## config.mk

```make
export PLATFORM = sky130hd
export DESIGN_NAME = mem_access_stage
export DESIGN_NICKNAME = d
export VERILOG_FILES = /design/src/rtl/mem_access_stage_pkg.sv /design/src/rtl/mem_ack_timer.sv /design/src/rtl/mem_access_stage.sv
export SDC_FILE = /design/constraint.sdc
export NUM_CORES = 1
export LEC_CHECK = 0
export CAP_MARGIN = 20
export CELL_PAD_IN_SITES_DETAIL_PLACEMENT = 0
export CELL_PAD_IN_SITES_GLOBAL_PLACEMENT = 1
export CORE_ASPECT_RATIO = 0.5
export CORE_UTILIZATION = 33
export DETAILED_ROUTE_END_ITERATION = 8
export PLACE_DENSITY = 0.8
export SLEW_MARGIN = 5
export SYNTH_ARGS = -nofsm -noshare
export SYNTH_HDL_FRONTEND = slang
export SYNTH_SLANG_ARGS = --single-unit
```

## constraint.sdc

```tcl
create_clock -name clock -period 2.8 [get_ports clock]
set_clock_uncertainty 0.1 [all_clocks]
set_input_delay 0.28 -clock clock [delete_from_list [all_inputs] [get_ports clock]]
set_output_delay 0.28 -clock clock [all_outputs]
set_load 0.05 [all_outputs]
```

## src/rtl/mem_access_stage_pkg.sv

```systemverilog
// Shared definitions for the memory-access stage: control word layout, opcodes and FSM states.
package mem_access_stage_pkg;

  localparam int CONTROL_REG_SIZE = 8;
  localparam int I_TYPE           = 0;

  localparam logic [5:0] OP_LW  = 6'h23;
  localparam logic [5:0] OP_SW  = 6'h2B;
  localparam logic [5:0] OP_JAL = 6'h03;

  typedef enum logic {
    ST_IDLE     = 1'b0,
    ST_WAIT_ACK = 1'b1
  } mem_state_e;

  function automatic logic is_mem_op(input logic i_type, input logic [5:0] opcode);
    return i_type && ((opcode == OP_LW) || (opcode == OP_SW));
  endfunction

endpackage

```

## src/rtl/mem_ack_timer.sv

```systemverilog
// Counts cycles spent waiting for a memory ack; saturates at ACK_TIMEOUT-1 and flags expiry.
module mem_ack_timer #(
  parameter int ACK_TIMEOUT = 16
) (
  input  logic clock,
  input  logic reset_n,
  input  logic clear_i,
  input  logic inc_i,
  output logic expired_o
);

  localparam int CW = (ACK_TIMEOUT > 1) ? $clog2(ACK_TIMEOUT) : 1;

  logic [CW-1:0] cnt_q;
  logic [CW-1:0] cnt_d;

  assign expired_o = (cnt_q == CW'(ACK_TIMEOUT - 1));

  always_comb begin
    cnt_d = cnt_q;
    if (clear_i) begin
      cnt_d = '0;
    end else if (inc_i && !expired_o) begin
      cnt_d = cnt_q + CW'(1);
    end
  end

  always_ff @(posedge clock or negedge reset_n) begin
    if (!reset_n) begin
      cnt_q <= '0;
    end else begin
      cnt_q <= cnt_d;
    end
  end

endmodule

```

## src/rtl/mem_access_stage.sv

```systemverilog
// Memory-access pipeline stage: LW/SW go through a req/ack data-memory port, everything else passes through.
// Non-memory latency 1 cycle; memory ops stall upstream from accept until the ack or timeout cycle.
module mem_access_stage
  import mem_access_stage_pkg::*;
#(
  parameter int ACK_TIMEOUT = 16,
  parameter bit ALIGN_CHECK = 1'b1
) (
  input  logic                        clock,
  input  logic                        reset_n,
  input  logic                        valid_in,
  input  logic [31:0]                 aluData,
  input  logic [31:0]                 rtData,
  input  logic [CONTROL_REG_SIZE-1:0] control,
  input  logic [31:0]                 insn,
  input  logic [4:0]                  rdIn,
  output logic                        stall,
  output logic                        dm_req,
  output logic                        dm_we,
  output logic [31:0]                 dm_addr,
  output logic [31:0]                 dm_wdata,
  input  logic                        dm_ack,
  input  logic [31:0]                 dm_rdata,
  output logic                        valid_out,
  output logic [31:0]                 wbData,
  output logic [4:0]                  rdOut,
  output logic [31:0]                 insn_out,
  output logic [CONTROL_REG_SIZE-1:0] control_out,
  output logic                        fault
);

  mem_state_e                  state_q, state_d;
  logic                        drop_q, drop_d;
  logic                        req_q, req_d;
  logic                        we_q, we_d;
  logic [31:0]                 addr_q, addr_d;
  logic [31:0]                 wdata_q, wdata_d;
  logic                        valid_q, valid_d;
  logic                        fault_q, fault_d;
  logic [31:0]                 wb_q, wb_d;
  logic [4:0]                  rd_q, rd_d;
  logic [31:0]                 insn_q, insn_d;
  logic [CONTROL_REG_SIZE-1:0] ctrl_q, ctrl_d;

  logic timer_clear;
  logic timer_inc;
  logic timer_expired;
  logic mem_op;
  logic misaligned;

  assign mem_op     = is_mem_op(control[I_TYPE], insn[31:26]);
  assign misaligned = ALIGN_CHECK && (aluData[1:0] != 2'b00);

  mem_ack_timer #(
    .ACK_TIMEOUT(ACK_TIMEOUT)
  ) u_timer (
    .clock    (clock),
    .reset_n  (reset_n),
    .clear_i  (timer_clear),
    .inc_i    (timer_inc),
    .expired_o(timer_expired)
  );

  always_comb begin
    state_d     = state_q;
    drop_d      = 1'b0;
    req_d       = req_q;
    we_d        = we_q;
    addr_d      = addr_q;
    wdata_d     = wdata_q;
    valid_d     = 1'b0;
    fault_d     = 1'b0;
    wb_d        = wb_q;
    rd_d        = rd_q;
    insn_d      = insn_q;
    ctrl_d      = ctrl_q;
    stall       = 1'b0;
    timer_clear = 1'b0;
    timer_inc   = 1'b0;

    unique case (state_q)
      ST_IDLE: begin
        // drop_q marks the cycle after a misaligned fault, when upstream still shows that same op
        if (valid_in && !drop_q) begin
          insn_d = insn;
          ctrl_d = control;
          rd_d   = rdIn;
          if (mem_op) begin
            stall = 1'b1;
            if (misaligned) begin
              valid_d = 1'b1;
              fault_d = 1'b1;
              wb_d    = 32'h0;
              drop_d  = 1'b1;
            end else begin
              req_d       = 1'b1;
              we_d        = (insn[31:26] == OP_SW);
              addr_d      = aluData;
              wdata_d     = rtData;
              timer_clear = 1'b1;
              state_d     = ST_WAIT_ACK;
            end
          end else begin
            valid_d = 1'b1;
            wb_d    = (insn[31:26] == OP_JAL) ? rtData : aluData;
          end
        end
      end
      ST_WAIT_ACK: begin
        timer_inc = 1'b1;
        if (dm_ack) begin
          req_d   = 1'b0;
          valid_d = 1'b1;
          wb_d    = we_q ? addr_q : dm_rdata;
          state_d = ST_IDLE;
        end else if (timer_expired) begin
          req_d   = 1'b0;
          valid_d = 1'b1;
          fault_d = 1'b1;
          wb_d    = 32'h0;
          state_d = ST_IDLE;
        end else begin
          stall = 1'b1;
        end
      end
      default: state_d = ST_IDLE;
    endcase
  end

  always_ff @(posedge clock or negedge reset_n) begin
    if (!reset_n) begin
      state_q <= ST_IDLE;
      drop_q  <= 1'b0;
      req_q   <= 1'b0;
      we_q    <= 1'b0;
      addr_q  <= '0;
      wdata_q <= '0;
      valid_q <= 1'b0;
      fault_q <= 1'b0;
      wb_q    <= '0;
      rd_q    <= '0;
      insn_q  <= '0;
      ctrl_q  <= '0;
    end else begin
      state_q <= state_d;
      drop_q  <= drop_d;
      req_q   <= req_d;
      we_q    <= we_d;
      addr_q  <= addr_d;
      wdata_q <= wdata_d;
      valid_q <= valid_d;
      fault_q <= fault_d;
      wb_q    <= wb_d;
      rd_q    <= rd_d;
      insn_q  <= insn_d;
      ctrl_q  <= ctrl_d;
    end
  end

  assign dm_req      = req_q;
  assign dm_we       = we_q;
  assign dm_addr     = addr_q;
  assign dm_wdata    = wdata_q;
  assign valid_out   = valid_q;
  assign fault       = fault_q;
  assign wbData      = wb_q;
  assign rdOut       = rd_q;
  assign insn_out    = insn_q;
  assign control_out = ctrl_q;

endmodule

```

# ---- Word-level counts from Yosys, hierarchy flattened
# Cells that the tools add are included.
# W data, S select, Z words.
dict set report word_totals {
  ff_bits 151
  elab_cells 75
}
dict set report classes {
  n_addsub 1
  eq_ne 9
  mux 38
  bitwise 2
  reduce_logical 12
}
# cell count
set op_table {}
lappend op_table {{$mux W32} 7}
lappend op_table {{$pmux W32 S2} 1}
lappend op_table {{$mux W1} 23}
lappend op_table {{$eq A6 B6 Y1 const B} 2}
lappend op_table {{$pmux W1 S2} 5}
lappend op_table {{$mux W4} 2}
lappend op_table {{$reduce_and A4 Y1} 2}
lappend op_table {{$eq A6 B2 Y1 const B} 1}
lappend op_table {{$ne A2 B2 Y1 const B} 3}
lappend op_table {{$add A4 B1 Y4 const B} 1}
lappend op_table {{$eq A4 B4 Y1 const B} 1}
lappend op_table {{$reduce_bool A2 Y1} 2}
lappend op_table {{$logic_and A1 B1 Y1} 3}
lappend op_table {{$ne A3 B2 Y1 const B} 1}
lappend op_table {{$ne A3 B3 Y1 const B} 1}
lappend op_table {{$reduce_and A3 Y1} 1}
lappend op_table {{$logic_not A1 Y1} 2}
lappend op_table {{$not A1 Y1} 2}
lappend op_table {{$reduce_and A2 Y1} 1}
lappend op_table {{$logic_or A1 B1 Y1} 1}

# ---- Longest topological paths before layout
# Gate-level depths: netlist of run 1.
dict set report depth {
  word_depth 7
  depth_mapped 7
}

# ---- By module
# A second synthesis of run 1 with hierarchy kept.
dict set report unflattened {
  hier_cells 574
  hier_area_um2 6909.1
}
# module n_inst cells_per_inst area_each_um2 seq_area_each_um2
set by_module_without_submodules {}
lappend by_module_without_submodules {mem_access_stage 1 554 6680.2 3678.5}
lappend by_module_without_submodules {mem_ack_timer 1 20 229.0 100.1}

# ---- Worst setup path before layout of run 1
# No wires, ideal clock.
dict set report synth_timing {
  path_type {reg-to-output}
  startpoint {reg u_timer.cnt_q[0]}
  endpoint {out stall}
  arrival_ns 1.988
  slack_ns 0.432
  stages_incl_launch_ff 5
  n_path_buf 0
  path_cell_list {dfrtp_1 > ha_1 > nand3_1 > nand2_1 > o21ai_0}
}
dict set report synth_via {
  elab_chain_len 4
}
# item line
set synth_rtl {}
lappend synth_rtl {{from (decl)} mem_ack_timer.sv:14} ;# logic [CW-1:0] cnt_q;
lappend synth_rtl {{from (signal assigned)} mem_ack_timer.sv:32} ;# cnt_q <= cnt_d;
lappend synth_rtl {{$eq A4 B4 Y1} mem_ack_timer.sv:17} ;# assign expired_o = (cnt_q == CW'(ACK_TIMEOUT - 1));
lappend synth_rtl {{$mux W1} mem_access_stage.sv:116} ;# end else if (timer_expired) begin
lappend synth_rtl {{$mux W1} mem_access_stage.sv:111} ;# if (dm_ack) begin
lappend synth_rtl {{$pmux W1 S2} mem_access_stage.sv:81} ;# unique case (state_q)
lappend synth_rtl {{to (decl)} mem_access_stage.sv:17} ;# output logic stall,
# No other way between the ends.

# ---- Worst setup path after layout of run 1
# Ends and elaborated chain as after synthesis.

==> results by group, run 1 <==
Outcome
  – Status: finished, violations left
  – Failing checks: design-rule violations

Routing
  – Iter 0 DRT Violations: 394
  – DR WL/cell: 21.1 um
  – DRC errors left: 3
  – Vias: 5763
  – DRT antenna net count: 0
  – Post-Route WL: 23300 um
  – First drt pass iteration count: 8
  – Via density: 5.23

GRT
  – Total track usage: 22.0%
  – Global-route wire length before repair: 36400 um
  – Initial antenna violation count: 0
  – GRT Residual Overflow: 0
  – Largest net degree at the start of global routing: 71
  – Number of global-route vias before repair: 6165

Synthesis
  – Simple-Gate Fraction of Synth Area: 4.90%
  – Syn_nets: 687
  – Sequential share of the synthesized area: 54.7%
  – Synth Area in Compound Gates: 13.8%
  – Fraction of synthesized cell area in xor and xnor cells: 0.253%
  – Synth Instances: 541
  – Area contributors post-synth: dfrtp_1 (55%), mux2_2 (18%), mux2i_1 (4.6%), o32ai_1 (4.2%), o22a_1 (4.1%)
  – Post-synth top area share: 54.7%
  – Post-synthesis mux area share: 22.2%
  – Distinct cells, synth: 34
  – Seq cells post-synth: 151
  – Post-Synth Adder-Cell Area: 0.181%
  – YS warnings: 0
  – Cell taking the most area after synthesis: dfrtp_1
  – Syn Area/Cell: 12.8 um2
  – Synth Cell Area: 6910 um2
  – Largest family of logic cells by synthesized area: multiplexers

Clock tree
  – # resized after CTS: 0
  – CTS Sinks: 151
  – # hold bufs at CTS: 1
  – Skew-Pair Late Insertion Delay: 0.42 ns
  – TritonCTS clock tree: built
  – Htree depth: 4
  – Reg clk slew, reported paths: 0.07 ns
  – Root Driver: clkbuf_16
  – Postcts setup bufs: 0
  – Clk buf depth: 2
  – TritonCTS Buffers: 17

Finish
  – Layout cells sized above 1: 20.5%
  – Area Growth Syn to Fin: 55.1%
  – Final non-filler cell total: 1102
  – Most frequent cells in the layout: clkdlybuf4s50_1 (288), dfrtp_1 (150), mux2_2 (108), nand3_1 (36)
  – Nets: 969
  – Most common library cell in the layout ignoring fill and taps: clkdlybuf4s50_1
  – Inserted Diodes: 0

Setup path
  – Buf/Inv on CP: 1
  – Crit path DAT: 2.09 ns
  – Crit start category: flip-flop
  – CP Max Fanout: 6
  – Worst stage delay on the critical path: 0.40 ns
  – Crit Path Category: reg2out
  – Top delay family on crit path: simple AND/OR/NAND/NOR gates
  – Req. time, crit path: 2.42 ns
  – CP Cell Sequence: ha_1 -> nand3_1 -> nand2_1 -> o21ai_0 -> buf_12
  – CP max-delay cell: dfrtp_1
  – Critical Path End Type: output pin

Power
  – Clock share of power: 37.0%
  – Power per cell area: 593 nW/um2
  – Sw frac: 31.5%
  – P_leak: 4.28 nW
  – Maximum vdd ir drop: 429 uV
  – Power Internal: 4.35 mW
  – Combinational share of power: 24.6%
  – P_sw: 2.01 mW
  – Sequential Power Share: 38.5%

Flow run
  – Max_cap viols: 0

STA
  – Setup-failing EPs final: 0
  – Pins over their slew limit: 0
  – Relative slew slack: 53.8%
  – Setup tns final: 0 ns
  – Min Tclk post-route: 2.47 ns
  – Hold Slack: 0.367 ns
  – Worst slew pin tran: 0.693 ns
  – Period utilization: 88.3%
  – RSZ-0062 raised after global routing: false
  – Fin. Hold Viols: 0
  – Fmax achieved: 0.405 GHz

Die
  – Die height: 104 um
  – Starting density of the core: 34.6%
  – DIE WIDTH: 207 um
  – Row count: 36
  – Die area: 21600 um2
  – IO Count: 291
  – Core area: 20000 um2

Placed design
  – Dpl cells: 1069
  – DP HPWL: 16300 um
  – Number of port buffers: 290
  – Gpl congestion: 0.798

Worst hold path
  – Tightest Hold Check Type: in2async
==> registers in the layout (all words and copies together), names as in the netlist <==
| register | flops |
|---|---|
| valid_out | 1 |
| dm_wdata | 32 |
| insn_out | 32 |
| dm_addr | 32 |
| fault | 1 |
| wbData | 32 |
| rdOut | 5 |
| dm_we | 1 |
| drop_q | 1 |
| dm_req | 1 |
| u_timer.cnt_q | 4 |
| control_out | 8 |
| state_q | 1 |
==> cells by family (layout without fill, tap and decap cells) <==
group           Yosys count  after routing
flops                   151            151
mux                     140            140
compound gates          139            139
simple gates             57             57
buf+inv                  51            346
xor+xnor                  2              2
fa+ha+maj                 1              1
==> power groups by stage <==
| stage | clock network, mW | logic, mW | registers, mW |
|---|---|---|---|
| floorplan | 0 | 0.287 | 3.05 |
| global placement | 0 | 1.55 | 2.48 |
| detailed placement | 0 | 1.57 | 2.49 |
| CTS | 2.41 | 1.57 | 2.45 |
| global route | 2.51 | 1.63 | 2.47 |
| finish | 2.35 | 1.56 | 2.45 |
==> stage by stage <==
| step | setup WS [ns] | total power, mW | utilization, % | area, um2 |
|---|---|---|---|---|
| after floorplan | 0.432 | 3.33 | - | 6910 |
| after global placement | 0.366 | 4.03 | 50.6 | 10100 |
| after detailed placement | 0.293 | 4.05 | 50.6 | 10100 |
| after CTS | 0.296 | 6.43 | 53.6 | 10700 |
| after global routing | 0.227 | 6.60 | 53.6 | 10700 |
| final | 0.329 | 6.36 | 53.6 | 10700 |
==> final cells by class <==
class / instances / area [um2]
Sequential cell: 151 / 3780
Timing Repair Buffer: 311 / 3120
Tap cell: 266 / 333
Clock inverter: 12 / 141
Fill cell: 1716 / 9280
Multi-Input combinational cell: 339 / 2870
Clock buffer: 20 / 457
Inverter: 3 / 11.3
==> path summary, 6_finish.rpt <==
kind / start / to / slack, ns / cells past startpoint
worst max-delay path: u_timer.cnt_q[0]$_DFFE_PN0P_ / stall / 0.33 / 5
max in group asynchronous: reset_n / insn_out[3]$_DFFE_PN0P_ / 1.52 / 3
worst max register to register: state_q$_DFF_PN0_ / dm_addr[13]$_DFFE_PN0P_ / 0.67 / 5
worst min-delay path: reset_n / dm_wdata[1]$_DFFE_PN0P_ / 0.37 / 2
worst min register to register: insn_out[13]$_DFFE_PN0P_ / insn_out[13]$_DFFE_PN0P_ / 0.41 / 1
min in group clock: insn[24] / insn_out[24]$_DFFE_PN0P_ / 0.37 / 2
==> per-layer routing <==
metal | share of wire, % | wire, um | GRT usage (%) | vias up
met5 | 0 | 0 | 0 | -
met4 | 2.6 | 609 | 8.19 | 0
met3 | 4.2 | 984 | 3.35 | 37
met2 | 51 | 11900 | 37.1 | 167
met1 | 42 | 9790 | 28.3 | 2948
li1 | - | - | - | 2611
==> cell usage after synthesis, drive strengths merged <==
cell,instances
a21oi,35
a31o,1
a31oi,2
and3,1
and4bb,1
buf,17
clkbuf,31
clkinv,2
dfrtp,151
ha,1
inv,1
mux2,108
mux2i,32
nand2,3
nand3,36
nand4,1
nand4bb,1
nor2,6
nor2b,2
nor3,1
nor3b,1
nor4,1
o21ai,34
o21bai,1
o22a,32
o32ai,33
o41a,1
or2,2
or3,1
xor2,2
(Power assumes the default switching activity.)
==> run 2: changes to the inputs <==
--- a/config.mk
+++ b/config.mk
@@ -12,7 +12,8 @@
 export CORE_UTILIZATION = 33
 export DETAILED_ROUTE_END_ITERATION = 8
 export PLACE_DENSITY = 0.8
-export SLEW_MARGIN = 5
+export SLEW_MARGIN = 20
 export SYNTH_ARGS = -nofsm -noshare
 export SYNTH_HDL_FRONTEND = slang
+export SYNTH_HIERARCHICAL = 1
 export SYNTH_SLANG_ARGS = --single-unit
==> run 2 against run 1 <==
Against the previous run:
- the run still ends with design-rule violations left
- largest power group unchanged
- combinational power barely moved
- sequential share of layout area shrank 0.31 points
- non-clock buffer count down 2
- clock power up 3%
- first-iteration DRC count down 44%
- sequential cell count stayed put
- synthesized cell count up 6.1%
- register-to-register slack barely moved
==> results by group, run 2 <==
Outcome
  – Status: finished, violations left (unchanged)
  – Failing checks: design-rule violations (unchanged)

Synthesis
  – Synth Cell Area: 6910 um2 (about the same)
  – Main synth FF type: dfrtp_1 (unchanged)
  – Synth Area in Compound Gates: 11.8% (was 13.8%)
  – Commonest cells post-synth: dfrtp_1 (151), mux2_2 (125), o21ai_0 (68) (was dfrtp_1 (151), mux2_2 (108), nand3_1 (36))
  – Synth Instances: 574 (was 541)
  – Dominant cell by count in the synthesized netlist: dfrtp_1 (unchanged)
  – Post-synth EDFFs: 0 (unchanged)
  – Area contributors post-synth: dfrtp_1 (55%), mux2_2 (20%), o21ai_0 (4.9%), o22a_1 (4.1%), a21oi_1 (2.5%) (was dfrtp_1 (55%), mux2_2 (18%), mux2i_1 (4.6%), o32ai_1 (4.2%), o22a_1 (4.1%))
  – Fraction of synthesized cell area in xor and xnor cells: 0% (was 0.253%)
  – FFs w/ async S/R, synth: 100% (unchanged)
  – Post-synth top area share: 54.7% (about the same)
  – Syn Area/Cell: 12.0 um2 (was 12.8 um2)
  – Post-Synth Adder-Cell Area: 0.181% (about the same)
  – Simple-Gate Fraction of Synth Area: 7.35% (was 4.90%)
  – Seq cells post-synth: 151 (unchanged)
  – Distinct cells, synth: 38 (was 34)
  – Syn_nets: 720 (was 687)
  – Sequential share of the synthesized area: 54.7% (about the same)
  – Largest family of logic cells by synthesized area: multiplexers (unchanged)
  – YS warnings: 6 (was 0)
  – Cell taking the most area after synthesis: dfrtp_1 (unchanged)
  – Post-synthesis mux area share: 23.0% (was 22.2%)

Placed design
  – DP HPWL: 16200 um (was 16300 um)
  – Post-DP Area: 10200 um2 (was 10100 um2)
  – Number of port buffers: 290 (unchanged)
  – Gpl congestion: 0.794 (was 0.798)

Setup path
  – CP Max Fanout: 6 (unchanged)
  – RR Endpoint: wbData[7]$_DFFE_PN0P_ (was dm_addr[13]$_DFFE_PN0P_)
  – R2R Setup Slk: 0.66 ns (was 0.67 ns)
  – Crit path launch: state_q$_DFF_PN0_ (was u_timer.cnt_q[0]$_DFFE_PN0P_)
  – Crit start category: flip-flop (unchanged)
  – Req. time, crit path: 2.42 ns (about the same)
  – Reg2reg start: u_timer/cnt_q[0]$_DFFE_PN0P_ (was state_q$_DFF_PN0_)
  – Crit Path Category: reg2out (unchanged)
  – Reg2Reg Depth: 5 (unchanged)
  – Crit path DAT: 2.10 ns (was 2.09 ns)
  – Critical Path End Type: output pin (unchanged)

STA
  – RSZ-0062 raised after global routing: false (unchanged)
  – Relative slew slack: 47.2% (was 53.8%)
  – Period utilization: 88.4% (was 88.3%)
  – Setup tns final: 0 ns (unchanged)
  – Pins over their slew limit: 0 (unchanged)
  – Min Tclk post-route: 2.48 ns (was 2.47 ns)
  – Worst slew pin tran: 0.791 ns (was 0.693 ns)
  – Setup-failing EPs final: 0 (unchanged)
  – Fmax achieved: 0.404 GHz (was 0.405 GHz)
  – Fin. Hold Viols: 0 (unchanged)
  – Hold Slack: 0.319 ns (was 0.367 ns)

Routing
  – First drt pass iteration count: 6 (was 8)
  – Via density: 5.08 (was 5.23)
  – DR WL/cell: 20.2 um (was 21.1 um)
  – Top sig layer: met4 (unchanged)
  – Met3 wire len: 1010 um (was 984 um)
  – DR WL met2: 11700 um (was 11900 um)
  – Metal1 wirelength: 9700 um (was 9790 um)
  – Post-Route WL: 22800 um (was 23300 um)
  – DRT antenna net count: 0 (unchanged)
  – Iter 0 DRT Violations: 222 (was 394)
  – Vias: 5751 (was 5763)
  – DRC errors left: 6 (was 3)

Die
  – IO Count: 291 (unchanged)
  – Core area: 20000 um2 (unchanged)
  – Die area: 21600 um2 (about the same)
  – Row count: 36 (unchanged)
  – Die height: 104 um (about the same)
  – Starting density of the core: 34.5% (was 34.6%)
  – DIE WIDTH: 207 um (about the same)

Clock tree
  – CTS Sinks: 151 (unchanged)
  – Clk buf depth: 2 (unchanged)
  – TritonCTS clock tree: built (unchanged)
  – Root Driver: clkbuf_16 (unchanged)
  – # hold bufs at CTS: 1 (unchanged)
  – TritonCTS Buffers: 17 (unchanged)
  – Reg clk slew, reported paths: 0.07 ns (about the same)
  – Htree depth: 4 (unchanged)
  – # resized after CTS: 0 (unchanged)
  – Skew-Pair Late Insertion Delay: 0.42 ns (about the same)
  – Postcts setup bufs: 0 (unchanged)

Finish
  – Filler cells: 1768 (was 1716)
  – Area of the multi-input gates: 2970 um2 (was 2870 um2)
  – Final Instance Area: 10800 um2 (was 10700 um2)
  – Seq. cell area: 3780 um2 (unchanged)
  – Layout cells sized above 1: 21.8% (was 20.5%)
  – Most frequent cells in the layout: clkdlybuf4s50_1 (288), dfrtp_1 (150), mux2_2 (125), o21ai_0 (68) (was clkdlybuf4s50_1 (288), dfrtp_1 (150), mux2_2 (108), nand3_1 (36))
  – Area Growth Syn to Fin: 56.5% (was 55.1%)
  – Inserted Diodes: 0 (unchanged)
  – Most common library cell in the layout ignoring fill and taps: clkdlybuf4s50_1 (unchanged)
  – Nets: 1001 (was 969)

Worst hold path
  – Tightest Hold Check Type: in2async (unchanged)

GRT
  – Initial antenna violation count: 0 (unchanged)
  – Largest net degree at the start of global routing: 63 (was 71)
  – Total track usage: 21.5% (was 22.0%)
  – GRT Residual Overflow: 0 (unchanged)
  – Global-route wire length before repair: 35600 um (was 36400 um)
  – Number of global-route vias before repair: 6118 (was 6165)

Power
  – P_leak: 4.47 nW (was 4.28 nW)
  – Total design power: 6.45 mW (was 6.36 mW)
  – Maximum vdd ir drop: 416 uV (was 429 uV)
  – Power per cell area: 597 nW/um2 (was 593 nW/um2)

Flow run
  – Max_cap viols: 0 (unchanged)
==> run 2: layout make-up <==
class / count / share of cell area, %
well taps: 266 / 3.08
clock buffers: 18 / 3.97
inverters: 1 / 0.0347
repair buffers: 309 / 28.9
flip-flops and latches: 151 / 35.0
multi-input cells: 375 / 27.5
clock inverters: 12 / 1.64
==> run 2: critical path: stages (launching register included) <==
cell and delay, ns:
dfrtp_1 0.37, or3b_1 0.43, buf_4 0.19, or3_1 0.41
nand2_1 0.13, buf_12 0.15
==> run 2: power breakdown <==
group          switching, mW  internal [mW]
sequential             0.103           2.35
combinational          0.921          0.653
clock                  0.942           1.48
total                   1.97           4.49
==> run 2: through the flow <==
step	cells	worst slack, ns	util [%]
floorplan	574	0.577	-
global route	1132	0.227	54.1
detailed placement	1101	0.158	51.0
CTS	1132	0.301	54.1
global placement	1101	0.235	51.0
finish	1132	0.325	54.1
==> run 2: worst max-delay path by stage <==
stage	to	slack, ns	cells after the start
6_report	stall	0.32	5
5_1_grt	stall	0.23	5
4_1_cts	stall	0.30	5
3_5_place_dp	wbData[7]$_DFFE_PN0P_	0.16	5
3_3_place_gp	wbData[28]$_DFFE_PN0P_	0.23	5
2_1_floorplan	dm_wdata[12]$_DFFE_PN0P_	0.58	6
==> run 2: per-layer routing <==
metal  GRT usage [%]  vias up
met5               0        -
met1            27.2     2950
met4            7.20        0
li1                -     2628
met3            3.67       30
met2            37.0      143
==> run 2: cells by family (layout without fill, tap and decap cells) <==
family	Yosys count	count (layout)
flip-flops	151	151
AND/OR/NAND/NOR	96	96
adder cells (fa/ha/maj)	1	1
multiplexers	141	141
AO/OA/AOI/OAI	137	137
buffers and inverters	48	340
==> run 3: changes to the inputs <==
--- a/config.mk
+++ b/config.mk
@@ -9,9 +9,9 @@
 export CELL_PAD_IN_SITES_DETAIL_PLACEMENT = 0
 export CELL_PAD_IN_SITES_GLOBAL_PLACEMENT = 1
 export CORE_ASPECT_RATIO = 0.5
-export CORE_UTILIZATION = 33
+export CORE_UTILIZATION = 35
 export DETAILED_ROUTE_END_ITERATION = 8
-export PLACE_DENSITY = 0.8
+export PLACE_DENSITY = 0.85
 export SLEW_MARGIN = 20
 export SYNTH_ARGS = -nofsm -noshare
 export SYNTH_HDL_FRONTEND = slang
==> constraint.sdc (replaced) <==
create_clock -name clock -period 3 [get_ports clock]
set_clock_uncertainty 0.1 [all_clocks]
set_input_delay 0.3 -clock clock [delete_from_list [all_inputs] [get_ports clock]]
set_output_delay 0.3 -clock clock [all_outputs]
set_load 0.05 [all_outputs]
==> run 3 against run 2 <==
Against the previous run:
- the run now ends clean
- sequential cell count did not move
- global-route usage grew 0.90 points
- power is 6.8% lower
- sequential share of layout area up 0.17 points
- die area is 5.6% lower
- critical path depth decreased by 1
- largest cell class unchanged
- highest routed layer unchanged
==> results by group, run 3 (same netlist as run 2, synthesis figures left out) <==
Outcome
  – Status: finished, final reports clean (was finished, violations left)

Clock tree
  – # resized after CTS: 0 (unchanged)
  – TritonCTS Buffers: 17 (unchanged)
  – Skew-Pair Late Insertion Delay: 0.41 ns (was 0.42 ns)
  – TritonCTS clock tree: built (unchanged)
  – Root Driver: clkbuf_16 (unchanged)
  – Postcts setup bufs: 0 (unchanged)
  – Htree depth: 4 (unchanged)
  – Clk buf depth: 2 (unchanged)
  – # hold bufs at CTS: 1 (unchanged)
  – Reg clk slew, reported paths: 0.06 ns (was 0.07 ns)
  – CTS Sinks: 151 (unchanged)

STA
  – Worst slew pin tran: 0.801 ns (was 0.791 ns)
  – Fin. Hold Viols: 0 (unchanged)
  – Pins over their slew limit: 0 (unchanged)
  – Setup-failing EPs final: 0 (unchanged)
  – Final worst slack: 0.358 ns (was 0.325 ns)
  – Setup tns final: 0 ns (unchanged)
  – Min Tclk post-route: 2.64 ns
  – Relative slew slack: 46.6% (was 47.2%)
  – Fmax achieved: 0.379 GHz
  – Period utilization: 88.1%
  – RSZ-0062 raised after global routing: false (unchanged)

Finish
  – Final Util: 57.0% (was 54.1%)
  – Inserted Diodes: 0 (unchanged)
  – Seq. cell area: 3780 um2 (unchanged)
  – Filler cells: 1613 (was 1768)
  – Nets: 998 (was 1001)
  – Layout cells sized above 1: 21.5% (was 21.8%)
  – Area of the multi-input gates: 2970 um2 (unchanged)
  – Most common library cell in the layout ignoring fill and taps: clkdlybuf4s50_1 (unchanged)
  – Most frequent cells in the layout: clkdlybuf4s50_1 (288), dfrtp_1 (150), mux2_2 (125), o21ai_0 (68) (unchanged)
  – Area Growth Syn to Fin: 55.8% (was 56.5%)
  – Final non-filler cell total: 1123 (was 1132)

Power
  – Maximum vdd ir drop: 432 uV (was 416 uV)
  – Total design power: 6.01 mW (was 6.45 mW)
  – Combinational share of power: 24.4% (about the same)
  – Clock share of power: 37.6% (about the same)
  – P_leak: 4.44 nW (was 4.47 nW)
  – P_sw: 1.83 mW (was 1.97 mW)
  – Sw frac: 30.4% (was 30.5%)
  – Sequential Power Share: 38.1% (was 38.0%)
  – Power Internal: 4.19 mW (was 4.49 mW)
  – Power per cell area: 559 nW/um2 (was 597 nW/um2)

Die
  – DIE WIDTH: 201 um (was 207 um)
  – Die height: 101 um (was 104 um)
  – Starting density of the core: 36.6% (was 34.5%)
  – Die area: 20300 um2 (was 21600 um2)
  – IO Count: 291 (unchanged)
  – Core area: 18900 um2 (was 20000 um2)
  – Row count: 35 (was 36)

Setup path
  – Critical Path End Type: output pin (unchanged)
  – Crit path DAT: 2.24 ns (was 2.10 ns)
  – Crit start category: flip-flop (unchanged)
  – Worst stage delay on the critical path: 0.60 ns (was 0.43 ns)
  – CP Max Fanout: 11 (was 6)
  – CP max-delay cell: or3b_1 (unchanged)
  – Req. time, crit path: 2.60 ns (was 2.42 ns)
  – Crit Path Category: reg2out (unchanged)
  – CP Cell Sequence: or3b_1 -> or3_1 -> nand2_1 -> buf_12 (was or3b_1 -> buf_4 -> or3_1 -> nand2_1 -> buf_12)

Routing
  – Iter 0 DRT Violations: 270 (was 222)
  – DRT antenna net count: 0 (unchanged)
  – First drt pass iteration count: 5 (was 6)
  – Vias: 5794 (was 5751)
  – DR WL/cell: 20.1 um (was 20.2 um)
  – Post-Route WL: 22600 um (was 22800 um)
  – DRC errors left: 0 (was 6)
  – Via density: 5.16 (was 5.08)

GRT
  – Largest net degree at the start of global routing: 82 (was 63)
  – GRT Residual Overflow: 0 (unchanged)
  – Global-route wire length before repair: 35400 um (was 35600 um)
  – Initial antenna violation count: 0 (unchanged)
  – Number of global-route vias before repair: 6330 (was 6118)
  – Total track usage: 22.4% (was 21.5%)

Worst hold path
  – Tightest Hold Check Type: in2async (unchanged)

Placed design
  – DP HPWL: 15700 um (was 16200 um)
  – Pre-CTS setup slack: 0.0956 ns (was 0.158 ns)
  – Number of port buffers: 290 (unchanged)
  – Dpl cells: 1091 (was 1101)
  – Gpl congestion: 0.759 (was 0.794)

Flow run
  – Max_cap viols: 0 (unchanged)
-- run 3: cell types whose count changed in the layout (fill, tap and decap cells not counted), sizes merged --
cell and change:
inv -2, buf -3, clkinvlp +2, clkbuf +1
-- run 3: cell type report --
type | count | share of cell area [%]
flip-flops and latches | 151 | 35.1
repair buffers | 306 | 28.6
multi-input cells | 375 | 27.6
clock buffers | 19 | 4.02
well taps | 259 | 3.01
clock inverters | 12 | 1.66
inverters | 1 | 0.0349
-- run 3: critical path: cells and delay by family (launching register included) --
kind	cells	cell delay, ns
simple gates	3	1.19
flops	1	0.50
buf+inv	1	0.14
-- run 3: final timing paths --
| path | end | slack (ns) | cells past startpoint | startpoint |
|---|---|---|---|---|
| max | stall | 0.36 | 4 | state_q$_DFF_PN0_ |
| min | dm_wdata[2]$_DFFE_PN0P_ | 0.39 | 2 | reset_n |
| max reg2reg | dm_addr[11]$_DFFE_PN0P_ | 0.49 | 4 | state_q$_DFF_PN0_ |
| min reg2reg | dm_wdata[9]$_DFFE_PN0P_ | 0.39 | 1 | dm_wdata[9]$_DFFE_PN0P_ |
| max in group asynchronous | dm_wdata[10]$_DFFE_PN0P_ | 1.56 | 3 | reset_n |
| min in group clock | dm_wdata[9]$_DFFE_PN0P_ | 0.39 | 1 | dm_wdata[9]$_DFFE_PN0P_ |
-- run 3: through the flow --
step / hold WS [ns] / cell area [um2]
5_1_grt: 0.388 / 10800
3_5_place_dp: 0.300 / 10100
2_1_floorplan: -0.0956 / 6910
4_1_cts: 0.381 / 10800
6_report: 0.388 / 10800
3_3_place_gp: 0.298 / 10100
-- run 3: per-layer routing --
metal	global-route usage (%)	vias up	share of wire, %
li1	-	2636	-
met1	28.4	2973	43
met2	39.7	161	51
met3	4.15	24	4.3
met4	6.58	0	1.7
met5	0	-	0
-- run 3: power groups by stage --
stage	clock, mW	combinational [mW]	sequential [mW]
2_1_floorplan	0	0.288	2.84
3_3_place_gp	0	1.46	2.32
3_5_place_dp	0	1.47	2.32
4_1_cts	2.31	1.48	2.29
5_1_grt	2.40	1.53	2.31
6_report	2.26	1.46	2.29
